===== src/rtl/pc_fetch_unit_if.sv =====
// rtl/pc_fetch_unit_if.sv - instruction fetch request bus between fetch unit and imem
interface pc_fetch_unit_if;
  logic        fetch_valid;
  logic        fetch_ready;
  logic [31:0] fetch_addr;
  logic        fetch_squash;

  modport master (
    output fetch_valid,
    output fetch_addr,
    output fetch_squash,
    input  fetch_ready
  );

  modport slave (
    input  fetch_valid,
    input  fetch_addr,
    input  fetch_squash,
    output fetch_ready
  );
endinterface


===== src/rtl/pc_fetch_unit.sv =====
// rtl/pc_fetch_unit.sv - program counter owner, next-pc select and fetch request issue
module pc_fetch_unit #(
  parameter logic [31:0] RESET_VEC = 32'h0000_0000,
  parameter int          XLEN      = 32
) (
  input  logic            CLK,
  input  logic            RST,
  input  logic [XLEN-1:0] jal,
  input  logic [XLEN-1:0] jalr,
  input  logic [XLEN-1:0] branch,
  input  logic [XLEN-1:0] mtvec,
  input  logic [XLEN-1:0] mepc,
  input  logic [2:0]      pc_source,
  input  logic            redirect_valid,
  pc_fetch_unit_if.master fetch,
  output logic [XLEN-1:0] pc,
  output logic [XLEN-1:0] pc_plus4,
  output logic            trap_misaligned,
  output logic [XLEN-1:0] bad_addr
);

  localparam logic [XLEN-1:0] WORD_MASK = {{(XLEN-2){1'b1}}, 2'b00};
  localparam logic [XLEN-1:0] HALF_MASK = {{(XLEN-1){1'b1}}, 1'b0};

  typedef enum logic [1:0] {
    BOOT  = 2'd0,
    ISSUE = 2'd1,
    PEND  = 2'd2
  } state_t;

  state_t          state;
  logic [XLEN-1:0] pend_target;
  logic [XLEN-1:0] raw_target;
  logic [XLEN-1:0] target;
  logic            is_cti;
  logic            redir;
  logic            misaligned;
  logic            accept;

  // Only sources 1..5 redirect; 0 and the reserved codes fall through to pc+4.
  always_comb begin
    raw_target = '0;
    is_cti     = 1'b0;
    redir      = 1'b0;
    case (pc_source)
      3'd1: begin raw_target = jalr & HALF_MASK; is_cti = 1'b1; redir = redirect_valid; end
      3'd2: begin raw_target = branch;           is_cti = 1'b1; redir = redirect_valid; end
      3'd3: begin raw_target = jal;              is_cti = 1'b1; redir = redirect_valid; end
      3'd4: begin raw_target = mtvec & WORD_MASK; redir = redirect_valid; end
      3'd5: begin raw_target = mepc & WORD_MASK;  redir = redirect_valid; end
      default: begin end
    endcase
    misaligned = is_cti && (raw_target[1:0] != 2'b00);
    target     = misaligned ? (mtvec & WORD_MASK) : raw_target;
  end

  assign accept             = fetch.fetch_valid && fetch.fetch_ready;
  assign fetch.fetch_valid  = (state != BOOT);
  assign fetch.fetch_addr   = pc;
  assign fetch.fetch_squash = accept && (redir || state == PEND);
  assign pc_plus4           = pc + XLEN'(4);

  always_ff @(posedge CLK) begin
    if (RST) begin
      state           <= BOOT;
      pc              <= RESET_VEC;
      pend_target     <= '0;
      trap_misaligned <= 1'b0;
      bad_addr        <= '0;
    end else begin
      trap_misaligned <= redir && misaligned;
      if (redir && misaligned) begin
        bad_addr <= raw_target;
      end
      case (state)
        BOOT: begin
          if (redir) begin
            pc <= target;
          end
          state <= ISSUE;
        end
        ISSUE: begin
          if (redir) begin
            if (fetch.fetch_ready) begin
              pc <= target;
            end else begin
              pend_target <= target;
              state       <= PEND;
            end
          end else if (fetch.fetch_ready) begin
            pc <= pc_plus4;
          end
        end
        PEND: begin
          // The stalled address must stay put; a newer redirect only replaces the pending target.
          if (fetch.fetch_ready) begin
            pc    <= redir ? target : pend_target;
            state <= ISSUE;
          end else if (redir) begin
            pend_target <= target;
          end
        end
        default: state <= BOOT;
      endcase
    end
  end

endmodule

===== src/flat_wrapper.sv =====
// flat-port wrapper written by rule: the top's interface ports become plain ports
module pc_fetch_unit_flat 
#(
  parameter logic [31:0] RESET_VEC = 32'h0000_0000,
  parameter int          XLEN      = 32
)
  (CLK, RST, jal, jalr, branch, mtvec, mepc, pc_source, redirect_valid, pc, pc_plus4, trap_misaligned, bad_addr, fetch_fetch_valid, fetch_fetch_addr, fetch_fetch_squash, fetch_fetch_ready);
  pc_fetch_unit_if fetch_i ();
  input  logic CLK;
  input  logic RST;
  input  logic [XLEN-1:0] jal;
  input  logic [XLEN-1:0] jalr;
  input  logic [XLEN-1:0] branch;
  input  logic [XLEN-1:0] mtvec;
  input  logic [XLEN-1:0] mepc;
  input  logic [2:0] pc_source;
  input  logic redirect_valid;
  output logic [XLEN-1:0] pc;
  output logic [XLEN-1:0] pc_plus4;
  output logic trap_misaligned;
  output logic [XLEN-1:0] bad_addr;
  output wire logic [$bits(fetch_i.fetch_valid)-1:0] fetch_fetch_valid;
  output wire logic [$bits(fetch_i.fetch_addr)-1:0] fetch_fetch_addr;
  output wire logic [$bits(fetch_i.fetch_squash)-1:0] fetch_fetch_squash;
  input wire logic [$bits(fetch_i.fetch_ready)-1:0] fetch_fetch_ready;
  assign fetch_fetch_valid = fetch_i.fetch_valid;
  assign fetch_fetch_addr = fetch_i.fetch_addr;
  assign fetch_fetch_squash = fetch_i.fetch_squash;
  assign fetch_i.fetch_ready = fetch_fetch_ready;
  pc_fetch_unit #(.RESET_VEC(RESET_VEC), .XLEN(XLEN)) u_core (.CLK(CLK), .RST(RST), .jal(jal), .jalr(jalr), .branch(branch), .mtvec(mtvec), .mepc(mepc), .pc_source(pc_source), .redirect_valid(redirect_valid), .fetch(fetch_i), .pc(pc), .pc_plus4(pc_plus4), .trap_misaligned(trap_misaligned), .bad_addr(bad_addr));
endmodule

===== config.mk =====
export PLATFORM = sky130hd
export DESIGN_NAME = pc_fetch_unit_flat
export DESIGN_NICKNAME = d
export VERILOG_FILES = /design/src/rtl/pc_fetch_unit_if.sv /design/src/rtl/pc_fetch_unit.sv /design/src/flat_wrapper.sv
export SDC_FILE = /design/constraint.sdc
export NUM_CORES = 1
export LEC_CHECK = 0
export ABC_AREA = 1
export CAP_MARGIN = 20
export CORE_ASPECT_RATIO = 0.5
export CORE_MARGIN = 5
export CORE_UTILIZATION = 49
export DETAILED_ROUTE_END_ITERATION = 6
export GPL_TIMING_DRIVEN = 0
export HOLD_SLACK_MARGIN = 0.05
export PLACE_DENSITY = 0.87
export SYNTH_ARGS = -nofsm -noshare
export SYNTH_HDL_FRONTEND = slang
export SYNTH_SLANG_ARGS = --single-unit

===== constraint.sdc =====
create_clock -name CLK -period 4.52 [get_ports CLK]
set_input_delay 0.452 -clock CLK [delete_from_list [all_inputs] [get_ports CLK]]
set_output_delay 0.452 -clock CLK [all_outputs]
set_load 0.01 [all_outputs]

; ---- After elaboration in Yosys (flattened, before gate mapping)
; Cells that the tools add are included.
[op_classes]
addsub = 1
reduce_logical = 15
muxes = 19
n_eq_ne = 13
[op_table]
columns = operator, n
row1 = $mux W32, 10
row2 = $pmux W32 S5, 1
row3 = $pmux W32 S3, 1
row4 = $pmux W32 S2, 1
row5 = $add A32 B3 Y32 const B, 1
row6 = $ne A2 B2 Y1 const B, 4
row7 = $reduce_and A4 Y1, 2
row8 = $eq A3 B2 Y1 const B, 2
row9 = $eq A3 B3 Y1 const B, 2
row10 = $mux W2, 3
row11 = $pmux W2 S3, 1
row12 = $reduce_bool A2 Y1, 3
row13 = $reduce_or A5 Y1, 1
row14 = $logic_and A1 B1 Y1, 4
row15 = $ne A2 B1 Y1 const B, 2
row16 = $eq A3 B1 Y1 const B, 1
row17 = $reduce_and A3 Y1, 1
row18 = $reduce_bool A3 Y1, 1
row19 = $reduce_or A3 Y1, 1
row20 = $eq A2 B1 Y1 const B, 1
row21 = $eq A2 B2 Y1 const B, 1
row22 = $logic_not A2 Y1, 1
row23 = $mux W1, 2
row24 = $logic_or A1 B1 Y1, 1
[word_totals]
output_inout_bits = 131
wordCells = 53
inputBits = 167
reg_bits = 99

; ---- Logic depth before layout (Yosys ltp)
; Gate-level depths: netlist of run 1.
[depth]
ltp_word = 8
depth_mapped = 15
mapped_depth_nobuf = 14

; ---- Least setup slack after synthesis of run 1
; No wires, ideal clock.
[synth_timing]
kind = register to output
startpoint = register u_core.pc[3], in the netlist u_core.fetch.fetch_addr[3]
endpoint = output port pc_plus4[18]
t_required_ps = 4068
stages_incl_launch_ff = 8
t_arrival_ps = 1505
setup_slack_ps = 2563
cell_sequence = dfxtp_1 > ha_1 > inv_1 > nor2_1 > nand2_1 > nor2_1 > or2_2 > and2_1
[synth_between]
elab_chain_len = 1
[synth_lines]
columns = item, line
row1 = from (decl), pc_fetch_unit.sv:16  ; output logic [XLEN-1:0] pc,
row2 = from (signal assigned), pc_fetch_unit.sv:78  ; pc <= target;
row3 = from (signal assigned), pc_fetch_unit.sv:85  ; pc <= target;
row4 = from (signal assigned), pc_fetch_unit.sv:91  ; pc <= pc_plus4;
row5 = $add A32 B3 Y32, pc_fetch_unit.sv:61  ; assign pc_plus4 = pc + XLEN'(4);
row6 = to (decl), flat_wrapper.sv:19  ; output logic [XLEN-1:0] pc_plus4;
; No other way between the ends.

; ---- Worst setup path in the final report of run 1
[layout_timing]
startpoint = input port pc_source[1]
endpoint = output port fetch_fetch_squash
[layout_between]
elab_chain_len = 5
[layout_lines]
columns = item, line
row1 = from (decl), flat_wrapper.sv:16  ; input logic [2:0] pc_source;
row2 = $eq A3 B1 Y1 (tied with other cells), pc_fetch_unit.sv:45  ; case (pc_source)
row3 = $reduce_or A5 Y1 (no source line) *, --
row4 = $mux W1 *, pc_fetch_unit.sv:45
row5 = $logic_or A1 B1 Y1 *, pc_fetch_unit.sv:60  ; assign fetch.fetch_squash = accept && (redir || state == PEND);
row6 = $logic_and A1 B1 Y1 *, pc_fetch_unit.sv:60
row7 = to (decl), flat_wrapper.sv:24  ; output wire logic [$bits(fetch_i.fetch_squash)-1:0] fetch_fetch_squash;
; Mark *: on every way between the ends. The rest lies on a longest branch, timed or not.

==> flow_summary.yaml, run 1 <==
route:
  drc: 0
  wl_per_cell_um: 20.3
  wirelength_um: 39300
  drtIter0Drc: 1655
  via_count: 11584
  dr.pass1.iters: 6
  routed_via_density: 5.98
  final_antenna_net_count: 0
sta:
  fin_crit_ps: 3420
  fin_setup_tns_ps: 0
  slew_headroom: 0.508
  slew_violations: 0
  clock_skew_ps: 7.46
  rsz0062_at_grt: "false"
  setup_viol: 0
  worst_pin_slew_ps: 737
  hold_viol: 0
  fin_crit_sh: 0.758
  max_freq_mhz: 292
  fin_ws_ps: 1100
clock_tree:
  post_cts_resized: 0
  cts.sinks: 99
  clk_latency_ps: 360
  h-tree-depth: 3
  clkTransAtPathRegs_ps: 70
  cts_root_buffer: "clkbuf_16"
  cts_buffers: 9
  hold_buffers: 0
  cts_setup_buffers: 0
  clockBufferDepth: 2
  cts_tree: "done"
worst_setup_path:
  r2r_slack_ps: 1860
  worstReg2RegStart: "u_core.fetch.fetch_addr[3]"
  cp.required_ps: 4070
  crit_arrival_ps: 2970
  slowest_stage: "clkdlybuf4s50_1"
  crit_family: "buffers and inverters"
  endpoint: "fetch_fetch_squash"
  end_kind: "output port"
  path_cells: "clkdlybuf4s50_1, inv_1, nand2_1, o21ai_1, nand2_1, buf_2, buf_2, a211oi_1, clkdlybuf4s50_1"
  slowest_delay_ps: 590
  critical_path_class: "input pin to output port"
  cp-startpoint: "pc_source[1]"
  reg2regPathDepth: 12
  critical_path_buf_inv_count: 5
  cp-start-kind: "input pin"
  r2r_end: "u_core.fetch.fetch_addr[18]"
  cp_num_cells: 9
  cp_max_fo: 10
global_routing:
  grt_pass1_vias: 10410
  grt_usage: 0.389
  grt_overflow_total: 0
  grt_pass1_wl_um: 58400
  grt_antenna_before_repair: 0
  grt_max_degree: 18
power_and_ir_drop:
  p_comb_frac: 0.614
  ir_drop_mv: 0.272
  switching_power_mw: 2.78
  power.density_nw_per_um2: 523
  switching_share: 0.461
  power.internal_mw: 3.24
  p_seq_frac: 0.244
  p_clk_frac: 0.141
  p_leak_nw: 5.12
yosys:
  synth_top_cell_area_share: 0.248
  syn_area_per_cell_um2: 5.70
  yosysWarnings: 0
  synth_cell_types: 27
  yosysSeqAreaShare: 0.248
  synth_largest_area_cell: "dfxtp_1"
  syn_area_um2: 7990
  synthTopCellsByArea: "dfxtp_1, nand2_1, nand3_1"
  ys_ff_latch: 99
  syn_nets: 1574
  netlist_instances: 1402
placement:
  hpwl_um: 31200
  place_ws_ps: 1180
  placement.io_buffers: 291
  gp_congestion: 1.06
  dp.cells: 1920
layout:
  drive_gt1_frac: 0.0603
  fin_nets: 1876
  area_growth_syn_to_layout_pct: 44.0
  stdcell_count: 1936
  multi_input_area_um2: 4920
  ff_latch_area_um2: 1980
  diodes: 0
  fillers: 1417
min_path:
  hold_path_class: "flip-flop to flip-flop"
  hold_depth: 2
status:
  outcome: "complete, no violations"
floorplanning:
  ios: 298
  die_y_um: 100
  die-width_um: 191
  initial_core_util: 0.494
  dieArea_um2: 19100
  rows: 33
  core_um2: 16200
run:
  cap_viol_max_count: 0
[routing by layer]
layer	part of all wire	track usage
met1	0.38	0.525
met2	0.43	0.621
met3	0.15	0.103
met4	0.036	0.108
met5	0	0
[cells in the mapped netlist (all sizes together)]
library cell	number
and2	7
or2	3
a21oi	85
a211oi	2
xor2	5
nand3	163
o21bai	2
nor3	2
buf	87
inv	107
nand4	110
nand2	470
clkinv	1
dfxtp	99
nand3b	1
nor2	83
clkbuf	46
o21ai	88
xnor2	5
ha	5
a31oi	31
[stage by stage]
stage | hold WS [ps] | util | area (um2) | power, mW
floorplan | 470 | - | 7990 | 3.30
global placement | 489 | 0.691 | 11200 | 4.94
detailed placement | 502 | 0.691 | 11200 | 5.03
CTS | 515 | 0.711 | 11500 | 5.88
global route | 536 | 0.711 | 11500 | 6.32
finish | 528 | 0.711 | 11500 | 6.02
[tightest hold or removal path: stages, from the launching register on]
cell	delay [ps]
dfxtp_1	330
nand4_1	90
a21oi_1	60
[sequential cells by signal, summed over array words and instances (netlist names)]
signal / cells
u_core.bad_addr: 32
u_core.fetch.fetch_addr: 32
u_core.pend_target: 32
u_core.state: 2
u_core.trap_misaligned: 1
[worst min-delay path by stage]
| stage | startpoint | end |
|---|---|---|
| after CTS | u_core.pend_target[0] | u_core.pend_target[0] |
| after global placement | u_core.pend_target[1] | u_core.pend_target[1] |
| after global routing | u_core.pend_target[1] | u_core.fetch.fetch_addr[1] |
| after floorplan | u_core.pend_target[0] | u_core.pend_target[0] |
| after detailed placement | u_core.pend_target[0] | u_core.fetch.fetch_addr[0] |
| final | u_core.pend_target[1] | u_core.fetch.fetch_addr[1] |
[power by group through the flow]
stage	Sequential (mW)	Combinational [mW]	Clock, mW
after floorplan	1.45	1.85	0
after global placement	1.45	3.50	0
after detailed placement	1.46	3.57	0
after CTS	1.45	3.59	0.840
after global routing	1.50	3.94	0.875
final	1.47	3.70	0.850
[cells by family after synthesis]
family	synth area share
AOI/OAI and AO/OA	0.136
xor gates and xnor gates	0.0110
adders and majority gates	0.00783
buffers and inverters	0.137
DFF	0.248
and+or+nand+nor	0.460
[cell type report]
class / instances / area share
plain buffers: 133 / 0.0596
clock inverters: 5 / 0.00587
repair buffers: 291 / 0.253
clock buffers: 11 / 0.0220
multi-input cells: 1062 / 0.427
flip-flops and latches: 99 / 0.172
well taps: 227 / 0.0247
inverters: 108 / 0.0352
[cells in the final DEF (no fill, tap or decap), drive strengths merged]
cell,n
nand3b,1
nor2,83
o21ai,88
and2,7
clkbuf,57
a31oi,31
bufinv,1
or2,3
xor2,5
ha,5
nand2,470
xnor2,5
clkinv,2
buf,87
nor3,2
nand4,110
o21bai,2
clkdlybuf4s50,291
a211oi,2
inv,110
a21oi,85
dfxtp,99
nand3,163
No activity file was read; power rests on OpenSTA's default activity.
==> run 2, diff against run 1 <==
Settings changed: CORE_UTILIZATION 49 to 41, PLACE_DENSITY 0.87 to 0.78.
Clock period 4.52 ns to 3.1 ns, I/O delays scaled along.
==> run 2 against run 1 <==
Against the previous run: highest routed layer unchanged; clock-buffer cell count shrank 1; global-route usage is 4.3 points lower; setup slack got worse by 1100 ps; largest cell class unchanged; die area increased by 18%; core utilization down 11 points; cell count grew 2.0%; cell area up 0.38%; wire length rose by 4.2%; via count fell by 3.6%; first-iteration DRC count fell by 14%; critical endpoint is now pc_plus4[15]; register-to-register slack got worse by 1400 ps; total power grew 45%; largest power group unchanged.
==> flow_summary.yaml, run 2 (synthesis results as in run 1) <==
status:
  outcome: "complete, no violations"
worst_setup_path:
  slowest_stage: "clkdlybuf4s50_1"
  cp_max_fo: 6
  cp.required_ps: 2790
  crit_arrival_ps: 2760
  critical_path_class: "flip-flop to output port"
  endpoint: "pc_plus4[15]"
  crit_family: "simple AND/OR/NAND/NOR gates"
  cp-startpoint: "u_core.fetch.fetch_addr[4]"
  slowest_delay_ps: 590
  reg2regPathDepth: 10
  end_kind: "output port"
  cp_num_cells: 6
  path_cells: "nand2_1, nor2_2, nand3_1, nor2_2, xor2_1, clkdlybuf4s50_1"
  worst_path_most_repeated_cell: "nor2_2"
  critical_path_buf_inv_count: 1
  worstReg2RegStart: "u_core.state[0]"
  cp-start-kind: "flip-flop"
  r2r_slack_ps: 500
  r2r_end: "u_core.pend_target[28]"
min_path:
  hold_path_class: "input pin to flip-flop"
power_and_ir_drop:
  power.density_nw_per_um2: 755
  total_power_mw: 8.72
  ir_drop_mv: 0.349
  p_leak_nw: 5.11
route:
  wirelength_um: 40900
  drtIter0Drc: 1427
  routed_via_density: 5.66
  via_count: 11165
  drc: 0
  wl_per_cell_um: 20.7
  final_antenna_net_count: 0
  dr.pass1.iters: 7
sta:
  setup_viol: 0
  slew_headroom: 0.455
  fin_ws_ps: 31.0
  fin_crit_sh: 0.990
  fin_crit_ps: 3070
  slew_violations: 0
  worst_pin_slew_ps: 818
  max_freq_mhz: 326
  hold_viol: 0
  clock_skew_ps: 4.76
  fin_setup_tns_ps: 0
  rsz0062_at_grt: "false"
global_routing:
  grt_pass1_vias: 10326
  grt_pass1_wl_um: 61200
  grt_max_degree: 17
  grt_usage: 0.347
  grt_overflow_total: 0
  grt_antenna_before_repair: 0
layout:
  final_cell_mix: "nand2_1, clkdlybuf4s50_1, nand3_1"
  drive_gt1_frac: 0.0632
  area_growth_syn_to_layout_pct: 44.6
  final_common_cell: "nand2_1"
  post-route-util: 0.598
  fin_nets: 1876
  fillers: 1880
  diodes: 0
clock_tree:
  cts_buffers: 9
  clk_latency_ps: 350
  cts_setup_buffers: 0
  cts_tree: "done"
  cts_root_buffer: "clkbuf_16"
  post_cts_resized: 1
  h-tree-depth: 3
  hold_buffers: 0
  cts.sinks: 99
  clkTransAtPathRegs_ps: 70
  clockBufferDepth: 2
placement:
  placement.io_buffers: 291
  hpwl_um: 33000
  gp_congestion: 0.986
  place_ws_ps: 68.0
floorplanning:
  die-width_um: 207
  die_y_um: 109
  rows: 36
  initial_core_util: 0.413
  ios: 298
  core_um2: 19300
  dieArea_um2: 22500
run:
  cap_viol_max_count: 0
==> run 2: how the worst min path moves through the flow <==
| stage | start | to | slack [ps] | cells after the start |
|---|---|---|---|---|
| global placement | u_core.pend_target[1] | u_core.pend_target[1] | 490 | 2 |
| finish | RST | u_core.fetch.fetch_addr[31] | 420 | 2 |
| CTS | RST | u_core.fetch.fetch_addr[31] | 380 | 2 |
| detailed placement | u_core.pend_target[0] | u_core.pend_target[0] | 490 | 2 |
| floorplan | u_core.pend_target[0] | u_core.pend_target[0] | 470 | 2 |
| global route | RST | u_core.fetch.fetch_addr[31] | 420 | 2 |
==> run 2: cell type report <==
| cell class | count | area, um2 | share of cell area |
|---|---|---|---|
| Buffer | 133 | 686 | 0.0594 |
| Clock buffer | 10 | 239 | 0.0207 |
| Clock inverter | 5 | 61.3 | 0.00531 |
| Inverter | 108 | 405 | 0.0351 |
| Multi-Input combinational cell | 1062 | 4930 | 0.427 |
| Sequential cell | 99 | 1980 | 0.172 |
| Tap cell | 266 | 333 | 0.0288 |
| Timing Repair Buffer | 291 | 2920 | 0.252 |
==> run 2: per-layer routing <==
layer	track usage	wire length (um)	vias up
li1	-	-	5240
met4	0.0773	984	0
met5	0	0	-
met3	0.111	5710	77
met2	0.535	17200	766
met1	0.476	17000	5082
==> run 2: worst register-to-register path: stages (launching register included) <==
cell	delay, ps
dfxtp_1	330
inv_1	110
ha_1	140
buf_2	280
nand2_1	130
o21ai_0	90
inv_1	80
nor2_2	440
clkbuf_1	540
o21ai_0	160
a31oi_1	200
==> run 2: through the flow <==
stage               cell area, um2  cells  hold slack [ps]
floorplan                     7990   1402              470
global placement             11200   1959              487
detailed placement           11200   1959              494
CTS                          11500   1974              376
global route                 11600   1974              421
finish                       11600   1974              420
==> run 2: where the power goes <==
| group | total (mW) | leakage [nW] | internal [mW] | switching (mW) |
|---|---|---|---|---|
| combinational | 5.40 | 4.16 | 2.40 | 3.00 |
| sequential | 2.13 | 0.810 | 1.65 | 0.481 |
| clock | 1.19 | 0.149 | 0.651 | 0.538 |
| total | 8.72 | 5.11 | 4.70 | 4.02 |
==> run 3, diff against run 2 <==
Settings changed: CTS_CLUSTER_SIZE set to 30, SKIP_LAST_GASP set to 1.
==> run 3 against run 2 <==
Against the previous run: hold slack worse by 2.4 ps; global-route usage unchanged; sequential cell count did not move; total power about the same; sequential power hardly changed; register-to-register slack hardly changed; sequential share of layout area about the same; critical path type unchanged; critical endpoint unchanged; largest power group unchanged; highest routed layer unchanged.
==> flow_summary.yaml, run 3 (synthesis results as in run 1) <==
status:
  outcome: "complete, no violations"
route:
  wirelength_um: 41000
  wl_per_cell_um: 20.8
  final_antenna_net_count: 0
  dr.pass1.iters: 5
  routed_via_density: 5.65
  wl_met3_um: 5740
  wl_met2_um: 17200
  met1_length_um: 17100
  highest_layer: "met4"
  drc: 0
  drtIter0Drc: 1435
  via_count: 11148
placement:
  gp_congestion: 0.986
  placement.io_buffers: 291
  hpwl_um: 33000
clock_tree:
  cts_root_buffer: "clkbuf_16"
  cts_tree: "done"
  cts_buffers: 9
  hold_buffers: 0
  clk_latency_ps: 350
  clkTransAtPathRegs_ps: 70
  h-tree-depth: 3
  cts_setup_buffers: 0
  clockBufferDepth: 2
  cts.sinks: 99
worst_setup_path:
  critical_path_class: "flip-flop to output port"
  cp.required_ps: 2790
  cp_max_fo: 6
  crit_arrival_ps: 2750
  end_kind: "output port"
  cp-start-kind: "flip-flop"
power_and_ir_drop:
  ir_drop_mv: 0.348
  switching_share: 0.461
  p_clk_frac: 0.136
  power.density_nw_per_um2: 756
  total_power_mw: 8.73
  p_comb_frac: 0.619
  power.internal_mw: 4.70
  p_seq_frac: 0.245
  p_leak_nw: 5.11
  switching_power_mw: 4.03
layout:
  fin_nets: 1876
  final_cell_mix: "nand2_1, clkdlybuf4s50_1, nand3_1"
  drive_gt1_frac: 0.0626
  multi_input_area_um2: 4930
  ff_latch_area_um2: 1980
  diodes: 0
  final_common_cell: "nand2_1"
  area_growth_syn_to_layout_pct: 44.5
  fillers: 1880
global_routing:
  grt_pass1_vias: 10326
  grt_usage: 0.347
  grt_overflow_total: 0
  grt_max_degree: 17
  grt_pass1_wl_um: 61200
  grt_antenna_before_repair: 0
floorplanning:
  core_um2: 19300
  dieArea_um2: 22500
  initial_core_util: 0.413
  rows: 36
  die-width_um: 207
  ios: 298
  die_y_um: 109
sta:
  setup_viol: 0
  rsz0062_at_grt: "true"
  clock_skew_ps: 4.78
  fin_crit_ps: 3060
  slew_violations: 0
  max_freq_mhz: 327
  fin_crit_sh: 0.986
  slew_headroom: 0.451
  holdWs_ps: 417
  hold_viol: 0
  worst_pin_slew_ps: 823
min_path:
  hold_path_class: "input pin to flip-flop"
run:
  cap_viol_max_count: 0
[run 3: cell counts in the layout (fill, tap and decap cells not counted)]
No cell type changed its count.
[run 3: worst max-delay path, stage by stage, from the launching register on]
cell	delay, ps
dfxtp_1	510
nand2_1	110
nor2_2	290
nand3_1	320
nor2_2	320
xor2_1	260
clkdlybuf4s50_1	590
[run 3: metal layers]
metal / track usage / vias up
met3: 0.111 / 72
met4: 0.0773 / 0
li1: - / 5244
met5: 0 / -
met1: 0.476 / 5079
met2: 0.535 / 753
[run 3: cell type report]
class,count,share of cell area
inverters,108,0.0351
clock buffers,10,0.0207
repair buffers,291,0.252
multi-input cells,1062,0.427
well taps,266,0.0288
plain buffers,133,0.0594
clock inverters,5,0.00531
flip-flops and latches,99,0.172
[run 3: final timing paths]
kind	slack, ps	from	to	cells past startpoint
setup / recovery	40	u_core.fetch.fetch_addr[4]	pc_plus4[15]	6
hold / removal	420	RST	u_core.fetch.fetch_addr[31]	2
setup reg to reg	490	u_core.state[0]	u_core.fetch.fetch_addr[17]	8
hold reg to reg	510	u_core.pend_target[0]	u_core.pend_target[0]	2
[run 3: per-stage QoR]
stage / setup TNS [ps] / utilization / std cells / worst slack, ps / area [um2]
global route: -26.4 / 0.598 / 1974 / -26.4 / 11500
CTS: 0 / 0.597 / 1974 / 21.9 / 11500
global placement: 0 / 0.581 / 1959 / 63.3 / 11200
floorplan: 0 / - / 1402 / 1230 / 7990
detailed placement: 0 / 0.581 / 1959 / 68.0 / 11200
finish: 0 / 0.598 / 1974 / 42.5 / 11500
[run 3: timing repair]
item	in CTS	in global routing
resized for setup	1	5
hold endpoints to repair	0	0
setup endpoints to repair	2	6
[run 3: power groups by stage]
stage	combinational, mW	clock, mW	sequential, mW
2_1_floorplan	2.70	0	2.12
3_3_place_gp	5.23	0	2.12
3_5_place_dp	5.26	0	2.14
4_1_cts	5.28	1.19	2.12
5_1_grt	5.80	1.24	2.19
6_report	5.41	1.19	2.13
